<file path="config.mk">
export PLATFORM = sky130hd
export DESIGN_NAME = crc16_serial_engine
export DESIGN_NICKNAME = d
export VERILOG_FILES = /design/src/rtl/crc16_serial_engine.sv
export SDC_FILE = /design/constraint.sdc
export NUM_CORES = 1
export LEC_CHECK = 0
export ABC_AREA = 1
export BUFFER_PORTS_ARGS = -buffer_cell sky130_fd_sc_hd__buf_2
export CAP_MARGIN = 20
export CORE_MARGIN = 10
export CORE_UTILIZATION = 33
export CTS_BUF_LIST = sky130_fd_sc_hd__clkbuf_2
export CTS_CLUSTER_DIAMETER = 80
export DETAILED_ROUTE_END_ITERATION = 10
export GPL_TIMING_DRIVEN = 0
export MAX_ROUTING_LAYER = met4
export SLEW_MARGIN = 20
export SYNTH_ARGS = -nofsm -noshare
export SYNTH_HDL_FRONTEND = slang
export SYNTH_SLANG_ARGS = --single-unit
</file>
<file path="constraint.sdc">
create_clock -name clk -period 2.25 [get_ports clk]
set_clock_uncertainty 0.2 [all_clocks]
set_input_delay 0.5625 -clock clk [delete_from_list [all_inputs] [get_ports clk]]
set_output_delay 0.5625 -clock clk [all_outputs]
set_load 0.03 [all_outputs]
</file>
<file path="src/rtl/crc16_serial_engine.sv">
// Bit-serial CRC-16 engine: one message bit per clock, MSB first, 32-bit words.
// Optional CRC_CHAIN_EN lets a start with chain=1 continue from the previous CRC.
module crc16_serial_engine #(
  parameter logic [15:0] POLY   = 16'h8005,
  parameter logic [15:0] INIT   = 16'h0000,
  parameter logic [15:0] XOROUT = 16'h0000
) (
  input  logic        clk,
  input  logic        rst,
  input  logic [31:0] data_in,
  input  logic        start,
  input  logic        chain,
  output logic        busy,
  output logic        done,
  output logic [15:0] crc_out
);

  typedef enum logic [1:0] {
    ST_IDLE,
    ST_SHIFT,
    ST_DONE
  } state_t;

  state_t      state;
  logic [15:0] crc;
  logic [31:0] sr;
  logic [4:0]  count;

  logic        fb;
  logic [15:0] next_crc;
  logic [15:0] load_crc;

  assign fb       = crc[15] ^ sr[31];
  assign next_crc = {crc[14:0], 1'b0} ^ (fb ? POLY : 16'h0000);

`ifdef CRC_CHAIN_EN
  // The register holds the final pre-XOROUT value after each word, so chaining
  // simply skips the reload.
  assign load_crc = chain ? crc : INIT;
`else
  logic unused_chain;
  assign unused_chain = chain;
  assign load_crc     = INIT;
`endif

  // NOTE: all state is updated with non-blocking assignments so every register
  // samples the pre-edge values, independent of statement order.
  always_ff @(posedge clk) begin
    if (rst) begin
      state   <= ST_IDLE;
      busy    <= 1'b0;
      done    <= 1'b0;
      crc_out <= 16'h0000;
      crc     <= INIT;
      sr      <= 32'h0000_0000;
      count   <= 5'd0;
    end else begin
      case (state)
        ST_IDLE, ST_DONE: begin
          if (start) begin
            sr    <= data_in;
            crc   <= load_crc;
            count <= 5'd0;
            done  <= 1'b0;
            busy  <= 1'b1;
            state <= ST_SHIFT;
          end
        end
        ST_SHIFT: begin
          // start is deliberately not looked at here: requests during a shift are dropped.
          crc   <= next_crc;
          sr    <= {sr[30:0], 1'b0};
          count <= count + 5'd1;
          if (count == 5'd31) begin
            crc_out <= next_crc ^ XOROUT;
            done    <= 1'b1;
            busy    <= 1'b0;
            state   <= ST_DONE;
          end
        end
        default: begin
          state <= ST_IDLE;
          busy  <= 1'b0;
          done  <= 1'b0;
        end
      endcase
    end
  end

endmodule

</file>
Yosys cells after proc, flatten, opt, wreduce, memory -nomap -nowiden
Index checks and enable logic that the tools add are counted.
Storage, ports and cells
  input port bits: 36
  flip-flop bits (word level): 73
  word-level logic and storage cells: 37
Cells by class
  reductions and logical operators: 6
  bitwise logic cells: 2
  equality and inequality tests: 5
  mux-type cells: 16
  add/sub/neg operators: 1
Operators by type and width (number)
  case mux 32 bit (2 select lines): 1
  2-to-1 mux 16 bit: 2
  2-to-1 mux 32 bit: 1
  case mux 16 bit (2 select lines): 1
  XOR 16 bit: 1
  case mux 5 bit (2 select lines): 1
  AND reduction 2 bit: 3
  adder 5 x 1 -> 5 bit (second input constant): 1
  equality test 5 bit (second input constant): 1
  2-to-1 mux 5 bit: 1
  2-to-1 mux 1 bit: 4
  2-to-1 mux 2 bit: 2
  inequality test 2 bit (second input constant): 2
  case mux 1 bit (2 select lines): 2
  case mux 2 bit (2 select lines): 1
  equality test 2 x 1 -> 1 bit (second input constant): 1
  equality test 2 bit (second input constant): 1
  zero test 2 bit: 1
  nonzero test 2 bit: 1
  OR reduction 2 bit: 1
  XOR 1 bit: 1

Depth between registers and ports, before layout
Gate-level depths: netlist (run 1).
  depth in word-level cells: 4
  mapped depth: 10

Worst setup path after synthesis (run 1)
OpenSTA, ideal clock, no wires.
  path type: reg-to-reg
  start point: register count[0]
  end point: register crc_out[2]
  buffers on the path: 1
  slack: 0.575 ns
  cell stages (with the launch flop): 11
  data arrival time: 1.366 ns
  clock period less this slack: 1.675 ns
  path through: dfxtp_1 > ha_1 > inv_1 > nor3_1 > ha_1 > inv_1 > nor2_4 > buf_6 > nand2_1 > nand2_1 > inv_1
On the way
  word-level cells in the longest chain between the ends: 2
RTL lines
  start: declaration: line 27  | logic [4:0] count;
  start signal: assignment: line 73  | count <= count + 5'd1;
  equality test 5 bit: line 74  | if (count == 5'd31) begin
  AND reduction 2 bit (no source line)
  end signal: assignment: line 75  | crc_out <= next_crc ^ XOROUT;
  end: declaration: line 15  | output logic [15:0] crc_out
No other way between the ends.
A chain may end at the register's enable or synchronous reset.

Final worst setup path (run 1)
  start point: register count[0]
  end point: register crc_out[9]
The elaborated chain is that of the path after synthesis.

==> reports/metrics.yaml, run 1 <==
run_status: "finished clean"
numClockSinks: 72
grt_pass1_vias: 2567
fillers: 942
insertion_delay_ns: 0.47
grt.total_usage: 0.112
relSlewSlack: 0.634
synthArstFlopShare: 0
htree_levels: 3
setup_tns_ns: 0
yosys_warnings: 0
clk_path_buf_depth: 2
critPathKind: "reg2reg"
post_cts_buffers: 0
synth.top_cells.by_area: "dfxtp_1 50%, nand2_1 22%, a21oi_1 12%"
grt_overflow_total: 0
drt_iter0_markers: 129
vias_per_cell: 4.50
startpoint_type: "flop"
n_antenna_cell: 0
post-route-min-period_ns: 1.94
syn_area_per_cell_um2: 7.09
max_stage_delay_ns: 0.42
initial_core_util: 0.336
crit_buf_inv: 3
critPathSlowestCell: "dfxtp_1"
max_freq_mhz: 516
wl_um: 6930
syn_nets: 447
coreArea_um2: 8640
postCtsResizedCells: 0
synth_seq_cells: 72
syn_to_final_growth_pct: 17.1
place_congestion: 0.760
tightest_slew_ns: 0.550
drive_gt1_frac: 0.189
worst_ep_arrival_time_ns: 2.15
die_h_um: 114
multiInputGateArea_um2: 1250
yosysTopAreaCellShare: 0.497
ios: 54
post-route-drc-count: 0
wl_per_cell_um: 11.9
hpwlAfterDp_um: 5070
cts-root-buf: "clkbuf_2"
ff_latch_area_um2: 1440
setup_viol: 0
postRouteAntennaNets: 0
yosysMostFrequentCell: "nand2_1"
postCtsHoldBufs: 0
synthCells: 409
ir_drop_uv: 365
antenna_found_initial: 0
hold_viol_final: 0
dieWidth_um: 114
cp_max_fo: 10
holdCritPathClass: "in2reg"
num_vias: 2629
max_cap_viol_count: 0
dieArea_um2: 12900
rsz0062_at_grt: "no"
grt_max_degree: 12
yosysTopAreaCell: "dfxtp_1"
synthFlopType: "dfxtp_1"
row_count: 34
power.leakage_nw: 1.53
crit_chain: "ha_1 -> inv_1 -> nor3_1 -> ha_1 -> inv_1 -> nor2_4 -> buf_6 -> nand2_1 -> a21oi_1"
path_clk_slew_ns: 0.18
drv_slew: 0
synth_cell_type_count: 20
mappedNetlistArea_um2: 2900
crit_required_ns: 2.46
tritoncts: "built"
num-nets-final: 509
synth_seq_area_share: 0.497
synth.top_cells.by_count: "172 x nand2_1, 72 x dfxtp_1, 71 x a21oi_1"
crit_path_end_kind: "flop"
synth_edf_count: 0
grt_pass1_wl_um: 11700
post-route-util: 0.393
io_buffers: 51
cellPowerDensity_nw_per_um2: 684
numCtsBuffers: 9
firstDrtPassIters: 4
fin_crit_sh: 0.862
cp_top_family: "flip-flops"
## sequential cells by signal (all words and copies together) (netlist names)
signal and cells:
sr 32, crc 16, crc_out 16, count 5, busy 1, done 1, state 1
## area by class of cell
cell class              instances  area share
inverters                      18      0.0206
clock inverters                 4      0.0133
clock buffers                  12      0.0177
flip-flops and latches         72       0.425
multi-input cells             296       0.369
well taps                     108      0.0398
repair buffers                 51      0.0752
plain buffers                  23      0.0391
## worst paths after layout
path	slack (ns)	startpoint	to	cells past startpoint
worst min register to register	0.27	crc_out[13]$_SDFFE_PP0P_	crc_out[13]$_SDFFE_PP0P_	2
worst max register to register	0.31	count[0]$_SDFFE_PP0P_	crc_out[9]$_SDFFE_PP0P_	9
worst max-delay path	0.31	count[0]$_SDFFE_PP0P_	crc_out[9]$_SDFFE_PP0P_	9
worst min-delay path	0.15	data_in[0]	sr[0]$_SDFFE_PP0P_	3
## cells by family (layout without fill, tap and decap cells)
kind of cell,count (synthesis),count (layout),synth area share
AOI/OAI and AO/OA,77,77,0.134
adders and majority gates,2,2,0.00863
buffers and inverters,41,108,0.0700
DFF,72,72,0.497
and+or+nand+nor,217,217,0.290
## through the flow
stage	worst slack (ns)	hold WS (ns)	cell area, µm²	power (W)	cells
floorplan	0.575	0.240	2900	0.00157	409
detailed placement	0.213	0.251	3290	0.00166	568
finish	0.310	0.147	3390	0.00232	584
global route	0.130	0.0944	3390	0.00246	584
CTS	0.299	0.105	3390	0.00236	584
global placement	0.271	0.246	3290	0.00165	568
## layout by cell type (no fill, tap or decap)
cell / instances
nor2_2: 1
bufinv_16: 1
nor2_1: 32
o21a_1: 1
dfxtp_1: 72
nand2_2: 2
inv_1: 15
buf_2: 58
nor3_1: 3
clkbuf_2: 12
ha_1: 2
o21ai_0: 4
clkinv_2: 3
inv_2: 2
buf_4: 8
o21ai_1: 1
nand2_1: 172
clkbuf_1: 7
nor2_4: 1
inv_4: 1
a21oi_1: 71
buf_6: 1
nand3_1: 6
## routing by layer
metal	wire, µm	global-route usage
met5	0	-
met4	27	0.0228
met3	391	0.0446
met2	3210	0.176
met1	3300	0.132
## worst min-delay path: stages
cell and delay (ns):
buf_2 0.10, nand2_1 0.06, a21oi_1 0.06
## power by group
part / total, W / switching [W] / internal (W) / leakage [nW]
Combinational: 0.000276 / 0.000174 / 0.000102 / 0.871
Sequential: 0.00135 / 0.0000277 / 0.00133 / 0.586
Clock: 0.000692 / 0.000426 / 0.000266 / 0.0757
Total: 0.00232 / 0.000627 / 0.00169 / 1.53
No activity file was read; power rests on OpenSTA's default activity.
==> run 2: changes to the inputs <==
--- a/config.mk
+++ b/config.mk
@@ -6,13 +6,12 @@
 export NUM_CORES = 1
 export LEC_CHECK = 0
 export ABC_AREA = 1
-export BUFFER_PORTS_ARGS = -buffer_cell sky130_fd_sc_hd__buf_2
 export CAP_MARGIN = 20
 export CORE_MARGIN = 10
 export CORE_UTILIZATION = 33
-export CTS_BUF_LIST = sky130_fd_sc_hd__clkbuf_2
 export CTS_CLUSTER_DIAMETER = 80
 export DETAILED_ROUTE_END_ITERATION = 10
+export DONT_BUFFER_PORTS = 1
 export GPL_TIMING_DRIVEN = 0
 export MAX_ROUTING_LAYER = met4
 export SLEW_MARGIN = 20
==> run 2 against run 1 <==
Maximum frequency grew 3.1%. Sequential power barely moved. Register-to-register slack improved by 0.06 ns. Core utilization down 1.8 points. Global-route usage hardly changed. Worst hold slack better by 0.022 ns. Flip-flop and latch count did not move. Critical endpoint is now crc_out[5]$_SDFFE_PP0P_. Largest power group unchanged.
==> reports/metrics.yaml, run 2 (synthesis gave the netlist of run 1 again) <==
run_status: "finished clean"  # unchanged
grt_overflow_total: 0  # unchanged
relSlewSlack: 0.625  # was 0.634
ff_latch_area_um2: 1440  # unchanged
place_ws_ns: 0.264  # was 0.213 ns
final_area_um2: 3240  # was 3390 µm²
initial_core_util: 0.336  # unchanged
regToRegSetupSlack_ns: 0.37  # was 0.31 ns
wl_per_cell_um: 12.8  # was 11.9 µm
rsz0062_at_grt: "no"  # unchanged
grt_max_degree: 13  # was 12
firstDrtPassIters: 4  # unchanged
drt_iter0_markers: 129  # unchanged
num-nets-final: 458  # was 509
setup_tns_ns: 0  # unchanged
postRouteAntennaNets: 0  # unchanged
largest_register_ffs: 32  # unchanged
grt_pass1_vias: 2414  # was 2,567
power.leakage_nw: 1.33  # was 1.53 nW
crit_path_end_kind: "flop"  # unchanged
htree_levels: 3  # unchanged
io_buffers: 0  # was 51
layout_commonest_cell: "nand2_1"  # unchanged
clk_path_buf_depth: 2  # unchanged
n_antenna_cell: 0  # unchanged
cp_max_fo: 10  # unchanged
post-route-drc-count: 0  # unchanged
setup_viol: 0  # unchanged
path_clk_slew_ns: 0.07  # was 0.18 ns
cellPowerDensity_nw_per_um2: 815  # was 684 nW/µm²
finalWorstSetupSlack_ns: 0.368  # was 0.310 ns
syn_to_final_growth_pct: 11.8  # was 17.1%
top_regs: "sr: 32 flops, crc: 16 flops, crc_out: 16 flops"  # unchanged
numCtsBuffers: 9  # unchanged
tightest_slew_ns: 0.563  # was 0.550 ns
top_register: "sr"  # unchanged
ir_drop_uv: 342  # was 365 µV
place_area_um2: 3030  # was 3290 µm²
crit_required_ns: 2.33  # was 2.46 ns
row_count: 34  # unchanged
hold_viol_final: 0  # unchanged
cts-root-buf: "clkbuf_8"  # was clkbuf_2
worst_ep_arrival_time_ns: 1.96  # was 2.15 ns
vias_per_cell: 4.64  # was 4.50
post-route-util: 0.375  # was 0.393
final_cell_mix: "172 x nand2_1, 72 x dfxtp_1, 71 x a21oi_1"  # unchanged
wl_um: 6840  # was 6930 µm
fillers: 959  # was 942
hold_start: "data_in[0]"  # unchanged
dieWidth_um: 114  # unchanged
worstSetupStartpoint: "count[0]$_SDFFE_PP0P_"  # unchanged
grt.total_usage: 0.111  # was 0.112
num_vias: 2473  # was 2,629
max_cap_viol_count: 0  # unchanged
ios: 54  # unchanged
postCtsHoldBufs: 0  # unchanged
numClockSinks: 72  # unchanged
coreArea_um2: 8640  # unchanged
place_congestion: 0.756  # was 0.760
insertion_delay_ns: 0.35  # was 0.47 ns
postCtsResizedCells: 0  # unchanged
hpwlAfterDp_um: 4950  # was 5070 µm
critPathKind: "reg2reg"  # unchanged
antenna_found_initial: 0  # unchanged
dieArea_um2: 12900  # unchanged
multiInputGateArea_um2: 1250  # unchanged
holdCritPathClass: "in2reg"  # unchanged
post_cts_buffers: 0  # unchanged
max_freq_mhz: 531  # was 516 MHz
post-route-min-period_ns: 1.88  # was 1.94 ns
tritoncts: "built"  # unchanged
drv_slew: 0  # unchanged
drive_gt1_frac: 0.0918  # was 0.189
grt_pass1_wl_um: 11400  # was 11,700 µm
fin_crit_sh: 0.836  # was 0.862
startpoint_type: "flop"  # unchanged
die_h_um: 114  # unchanged
r2r_start: "count[0]$_SDFFE_PP0P_"  # unchanged
-- run 2: cell types whose count changed in the layout (fill, tap and decap cells not counted) --
| cell | previous run | this run |
|---|---|---|
| buf_2 | 58 | 7 |
| clkbuf_2 | 12 | 0 |
| clkinvlp_4 | 0 | 2 |
| clkinv_2 | 3 | 2 |
| clkbuf_8 | 0 | 11 |
-- run 2: final cells by class --
cell class | count | area share
Buffer | 23 | 0.0409
Clock inverter | 5 | 0.0170
Tap cell | 108 | 0.0417
Sequential cell | 72 | 0.445
Multi-Input combinational cell | 296 | 0.387
Clock buffer | 11 | 0.0467
Inverter | 18 | 0.0216
-- run 2: per-layer routing --
metal  GRT usage  up-vias  share of wire  wire length (µm)
met3      0.0567        2          0.083               567
li1            -     1307              -                 -
met1       0.124     1109           0.45              3100
met4      0.0279        0         0.0040                27
met5           -        -              0                 0
met2       0.173       55           0.46              3140
-- run 2: worst paths after layout --
check / endpoint / cells after the start
worst max-delay path: crc_out[5]$_SDFFE_PP0P_ / 9
worst min-delay path: sr[0]$_SDFFE_PP0P_ / 2
worst max register to register: crc_out[5]$_SDFFE_PP0P_ / 9
worst min register to register: sr[0]$_SDFFE_PP0P_ / 2
-- run 2: metrics by stage --
stage	hold WS (ns)	std cells	total power [W]
after floorplan	0.240	409	0.00157
after global placement	0.254	517	0.00162
after detailed placement	0.260	517	0.00163
after CTS	0.161	533	0.00267
after global routing	0.175	533	0.00278
final	0.170	533	0.00264
-- run 2: critical path, cell delays in order (launching register included) --
cell	delay, ns
dfxtp_1	0.38
ha_1	0.19
inv_1	0.06
nor3_1	0.14
ha_1	0.21
inv_1	0.08
nor2_4	0.21
buf_6	0.17
nand2_1	0.05
a21oi_1	0.13
-- run 2: power by group --
group / switching [W] / internal [W] / leakage (nW) / total, W
clock: 0.000477 / 0.000568 / 0.101 / 0.00105
combinational: 0.000160 / 0.0000814 / 0.641 / 0.000242
sequential: 0.0000311 / 0.00132 / 0.586 / 0.00135
==> run 3: changes to the inputs <==
--- a/config.mk
+++ b/config.mk
@@ -5,7 +5,7 @@
 export SDC_FILE = /design/constraint.sdc
 export NUM_CORES = 1
 export LEC_CHECK = 0
-export ABC_AREA = 1
+export ABC_AREA = 0
 export CAP_MARGIN = 20
 export CORE_MARGIN = 10
 export CORE_UTILIZATION = 33
==> constraint.sdc (replaced) <==
create_clock -name clk -period 1.75 [get_ports clk]
set_clock_uncertainty 0.2 [all_clocks]
set_input_delay 0.4375 -clock clk [delete_from_list [all_inputs] [get_ports clk]]
set_output_delay 0.4375 -clock clk [all_outputs]
set_load 0.03 [all_outputs]
==> run 3 against run 2 <==
Worst setup slack got worse by 0.29 ns. Register-to-register slack lost 0.29 ns. First-iteration DRC count rose by 28%. Critical path depth decreased by 2. Maximum frequency grew 12%. Sequential power grew 29%. Final area is 2.8% lower. Largest cell class unchanged. Combinational power rose by 17%. Via count shrank 8.0%. Flip-flop and latch count is the same. Sequential share of layout area grew 1.5 points.
==> reports/metrics.yaml, run 3 <==
drt_iter0_markers: 165  # was 129
cp_max_fo: 17  # was 10
timing.hold.ws_ns: 0.0569  # was 0.170 ns
synth_seq_cells: 72  # unchanged
path_clk_slew_ns: 0.08  # was 0.07 ns
top_register: "sr"  # unchanged
die_h_um: 111  # was 114 µm
dieWidth_um: 111  # was 114 µm
syn_nets: 352  # was 447
grt_pass1_wl_um: 11300  # was 11,400 µm
place_inst: 419  # was 517
tritoncts: "built"  # unchanged
yosysTopAreaCellShare: 0.523  # was 0.497
insertion_delay_ns: 0.35  # about the same
multiInputGateArea_um2: 1200  # was 1250 µm²
numCtsBuffers: 9  # unchanged
ir_drop_uv: 398  # was 342 µV
comb_power_share: 0.084  # was 0.092
antenna_found_initial: 0  # unchanged
crit_chain: "ha_2 -> and3_4 -> ha_4 -> and2_4 -> buf_12 -> nor2_1 -> a211oi_1"  # was ha_1 -> inv_1 -> nor3_1 -> ha_1 -> inv_1 -> nor2_4 -> buf_6 -> nand2_1 -> a21oi_1
critPathKind: "reg2reg"  # unchanged
wl_per_cell_um: 15.9  # was 12.8 µm
cellInternalPower_w: 0.00250  # was 0.00197 W
vias_per_cell: 5.22  # was 4.64
grt.total_usage: 0.113  # was 0.111
cts-root-buf: "clkbuf_8"  # unchanged
num_vias: 2275  # was 2,473
run_status: "finished clean"  # unchanged
dieArea_um2: 12400  # was 12,900 µm²
final_cell_mix: "69 x dfxtp_1, 63 x nand2_1, 47 x a22oi_1"  # was 172 x nand2_1, 72 x dfxtp_1, 71 x a21oi_1
numClockSinks: 72  # unchanged
grt_max_degree: 18  # was 13
synth_seq_area_share: 0.523  # was 0.497
mappedNetlistArea_um2: 2760  # was 2900 µm²
fin_crit_sh: 0.958  # was 0.836
max_cap_viol_count: 0  # unchanged
yosys_warnings: 0  # unchanged
hold_viol_final: 0  # unchanged
relSlewSlack: 0.568  # was 0.625
synth_cell_type_count: 28  # was 20
place_congestion: 0.794  # was 0.756
switching_share: 0.258  # was 0.253
synthFlopType: "dfxtp_1"  # unchanged
clk_path_buf_depth: 2  # unchanged
ff_latch_area_um2: 1450  # was 1440 µm²
startpoint_type: "flop"  # unchanged
setup_viol: 0  # unchanged
fillers: 847  # was 959
yosysMostFrequentCell: "dfxtp_1"  # was nand2_1
holdCritPathClass: "in2reg"  # unchanged
timing.rr.end: "crc_out[0]$_SDFFE_PP0P_"  # was crc_out[5]$_SDFFE_PP0P_
min_path_cells: 3  # was 2
clock_power_share: 0.400  # was 0.396
drv_slew: 0  # unchanged
grt_overflow_total: 0  # unchanged
yosysTopAreaCell: "dfxtp_1"  # unchanged
critPathSlowestCell: "dfxtp_2"  # was dfxtp_1
post-route-drc-count: 0  # unchanged
firstDrtPassIters: 4  # unchanged
max_stage_delay_ns: 0.35  # was 0.38 ns
power.leakage_nw: 1.08  # was 1.33 nW
wl_um: 6930  # was 6840 µm
hold_start: "start"  # was data_in[0]
cellPowerDensity_nw_per_um2: 1070  # was 815 nW/µm²
final_cell_count_no_fill: 436  # was 533
synth.top_cells.by_count: "72 x dfxtp_1, 64 x nand2_1, 47 x a22oi_1"  # was 172 x nand2_1, 72 x dfxtp_1, 71 x a21oi_1
p_seq_frac: 0.516  # was 0.513
setup_tns_ns: 0  # unchanged
tightest_slew_ns: 0.648  # was 0.563 ns
syn_area_per_cell_um2: 8.78  # was 7.09 µm²
drive_gt1_frac: 0.160  # was 0.0918
syn_to_final_growth_pct: 14.2  # was 11.8%
num-nets-final: 364  # was 458
synth.top_cells.by_area: "dfxtp_1 52%, a22oi_1 13%, nand2_1 8.7%"  # was dfxtp_1 50%, nand2_1 22%, a21oi_1 12%
n_antenna_cell: 0  # unchanged
grt_pass1_vias: 2186  # was 2,414
synth_edf_count: 0  # unchanged
row_count: 33  # was 34
post-route-min-period_ns: 1.68  # was 1.88 ns
crit_required_ns: 1.82  # was 2.33 ns
top_regs: "sr: 32 flops, crc: 16 flops, crc_out: 16 flops"  # unchanged
io_buffers: 0  # unchanged
initial_core_util: 0.337  # was 0.336
postRouteAntennaNets: 0  # unchanged
htree_levels: 3  # unchanged
ios: 54  # unchanged
synthCells: 314  # was 409
coreArea_um2: 8180  # was 8640 µm²
worst_ep_arrival_time_ns: 1.75  # was 1.96 ns
layout_commonest_cell: "dfxtp_1"  # was nand2_1
max_freq_mhz: 596  # was 531 MHz
power.switching_w: 0.000869  # was 0.000669 W
synthArstFlopShare: 0  # unchanged
largest_register_ffs: 32  # unchanged
r2r_start: "count[1]$_SDFFE_PP0P_"  # was count[0]$_SDFFE_PP0P_
crit_path_end_kind: "flop"  # unchanged
hold_end: "done$_SDFFE_PP0P_"  # was sr[0]$_SDFFE_PP0P_
reg2regPathDepth: 7  # was 9
regToRegSetupSlack_ns: 0.07  # was 0.37 ns
hpwlAfterDp_um: 4960  # was 4950 µm
run 3: changes by cell type in the layout (fill, tap and decap cells not counted), sizes merged, moves of 4 or more:
cell	change
xnor2	+4
nand3	-5
a22oi	+47
nand2	-110
a21oi	-19
inv	-16
run 3: final cells by class:
| type | instances | area share |
|---|---|---|
| tap | 105 | 0.0417 |
| buffer | 25 | 0.0457 |
| timing repair buffer | 2 | 0.00477 |
| sequential | 72 | 0.460 |
| inverter | 1 | 0.00119 |
| multi-input combinational | 215 | 0.382 |
| clock inverter | 6 | 0.0215 |
| clock buffer | 10 | 0.0437 |
run 3: per-stage QoR:
step	worst slack, ns	power [W]	area, µm²	util
2_1_floorplan	0.0178	0.00198	2760	-
3_3_place_gp	-0.208	0.00205	2890	0.353
6_report	0.0735	0.00337	3150	0.385
4_1_cts	0.00353	0.00341	3110	0.380
3_5_place_dp	-0.255	0.00206	2890	0.353
5_1_grt	-0.00358	0.00352	3150	0.385
run 3: power by group through the flow:
stage	Clock (W)	Sequential (W)	Combinational, W
6_report	0.00135	0.00174	0.000284
3_5_place_dp	0	0.00178	0.000279
4_1_cts	0.00138	0.00174	0.000283
5_1_grt	0.00146	0.00174	0.000319
2_1_floorplan	0	0.00177	0.000213
3_3_place_gp	0	0.00177	0.000273
run 3: routing by layer:
layer / GRT usage / up-vias / routed length [µm]
met2: 0.165 / 60 / 3120
li1: - / 1119 / -
met4: 0.0566 / 0 / 135
met3: 0.0279 / 13 / 421
met1: 0.141 / 1083 / 3260
met5: - / - / 0
run 3: critical path, delay by kind of cell, from the launching register on:
| family | cells | cell delay (ns) |
|---|---|---|
| compound gates | 1 | 0.19 |
| fa+ha+maj | 2 | 0.35 |
| buf+inv | 1 | 0.13 |
| flops | 1 | 0.35 |
| simple gates | 3 | 0.38 |
run 3: worst max path at each step:
stage | slack [ns] | end | start | depth (start not counted)
2_1_floorplan | 0.02 | crc_out[10]$_SDFFE_PP0P_ | count[0]$_SDFFE_PP0P_ | 8
3_3_place_gp | -0.21 | crc_out[6]$_SDFFE_PP0P_ | count[0]$_SDFFE_PP0P_ | 7
3_5_place_dp | -0.26 | crc_out[5]$_SDFFE_PP0P_ | count[0]$_SDFFE_PP0P_ | 7
4_1_cts | 0.004 | crc_out[7]$_SDFFE_PP0P_ | count[0]$_SDFFE_PP0P_ | 7
5_1_grt | -0.004 | crc_out[0]$_SDFFE_PP0P_ | count[0]$_SDFFE_PP0P_ | 7
6_report | 0.07 | crc_out[0]$_SDFFE_PP0P_ | count[1]$_SDFFE_PP0P_ | 7
run 3: what timing repair did:
item,in CTS,in global routing
hold buffers,0,0
buffers inserted,2,0
gates resized for setup,7,11
gates cloned,0,0
endpoints found under the setup margin,35,24
run 3: cell families after synthesis:
group | synth area share
flip-flops | 0.523
AO/OA/AOI/OAI | 0.243
buffers and inverters | 0.0513
XOR/XNOR | 0.0127
AND/OR/NAND/NOR | 0.157
multiplexers | 0.00363
adder cells (fa/ha/maj) | 0.00908
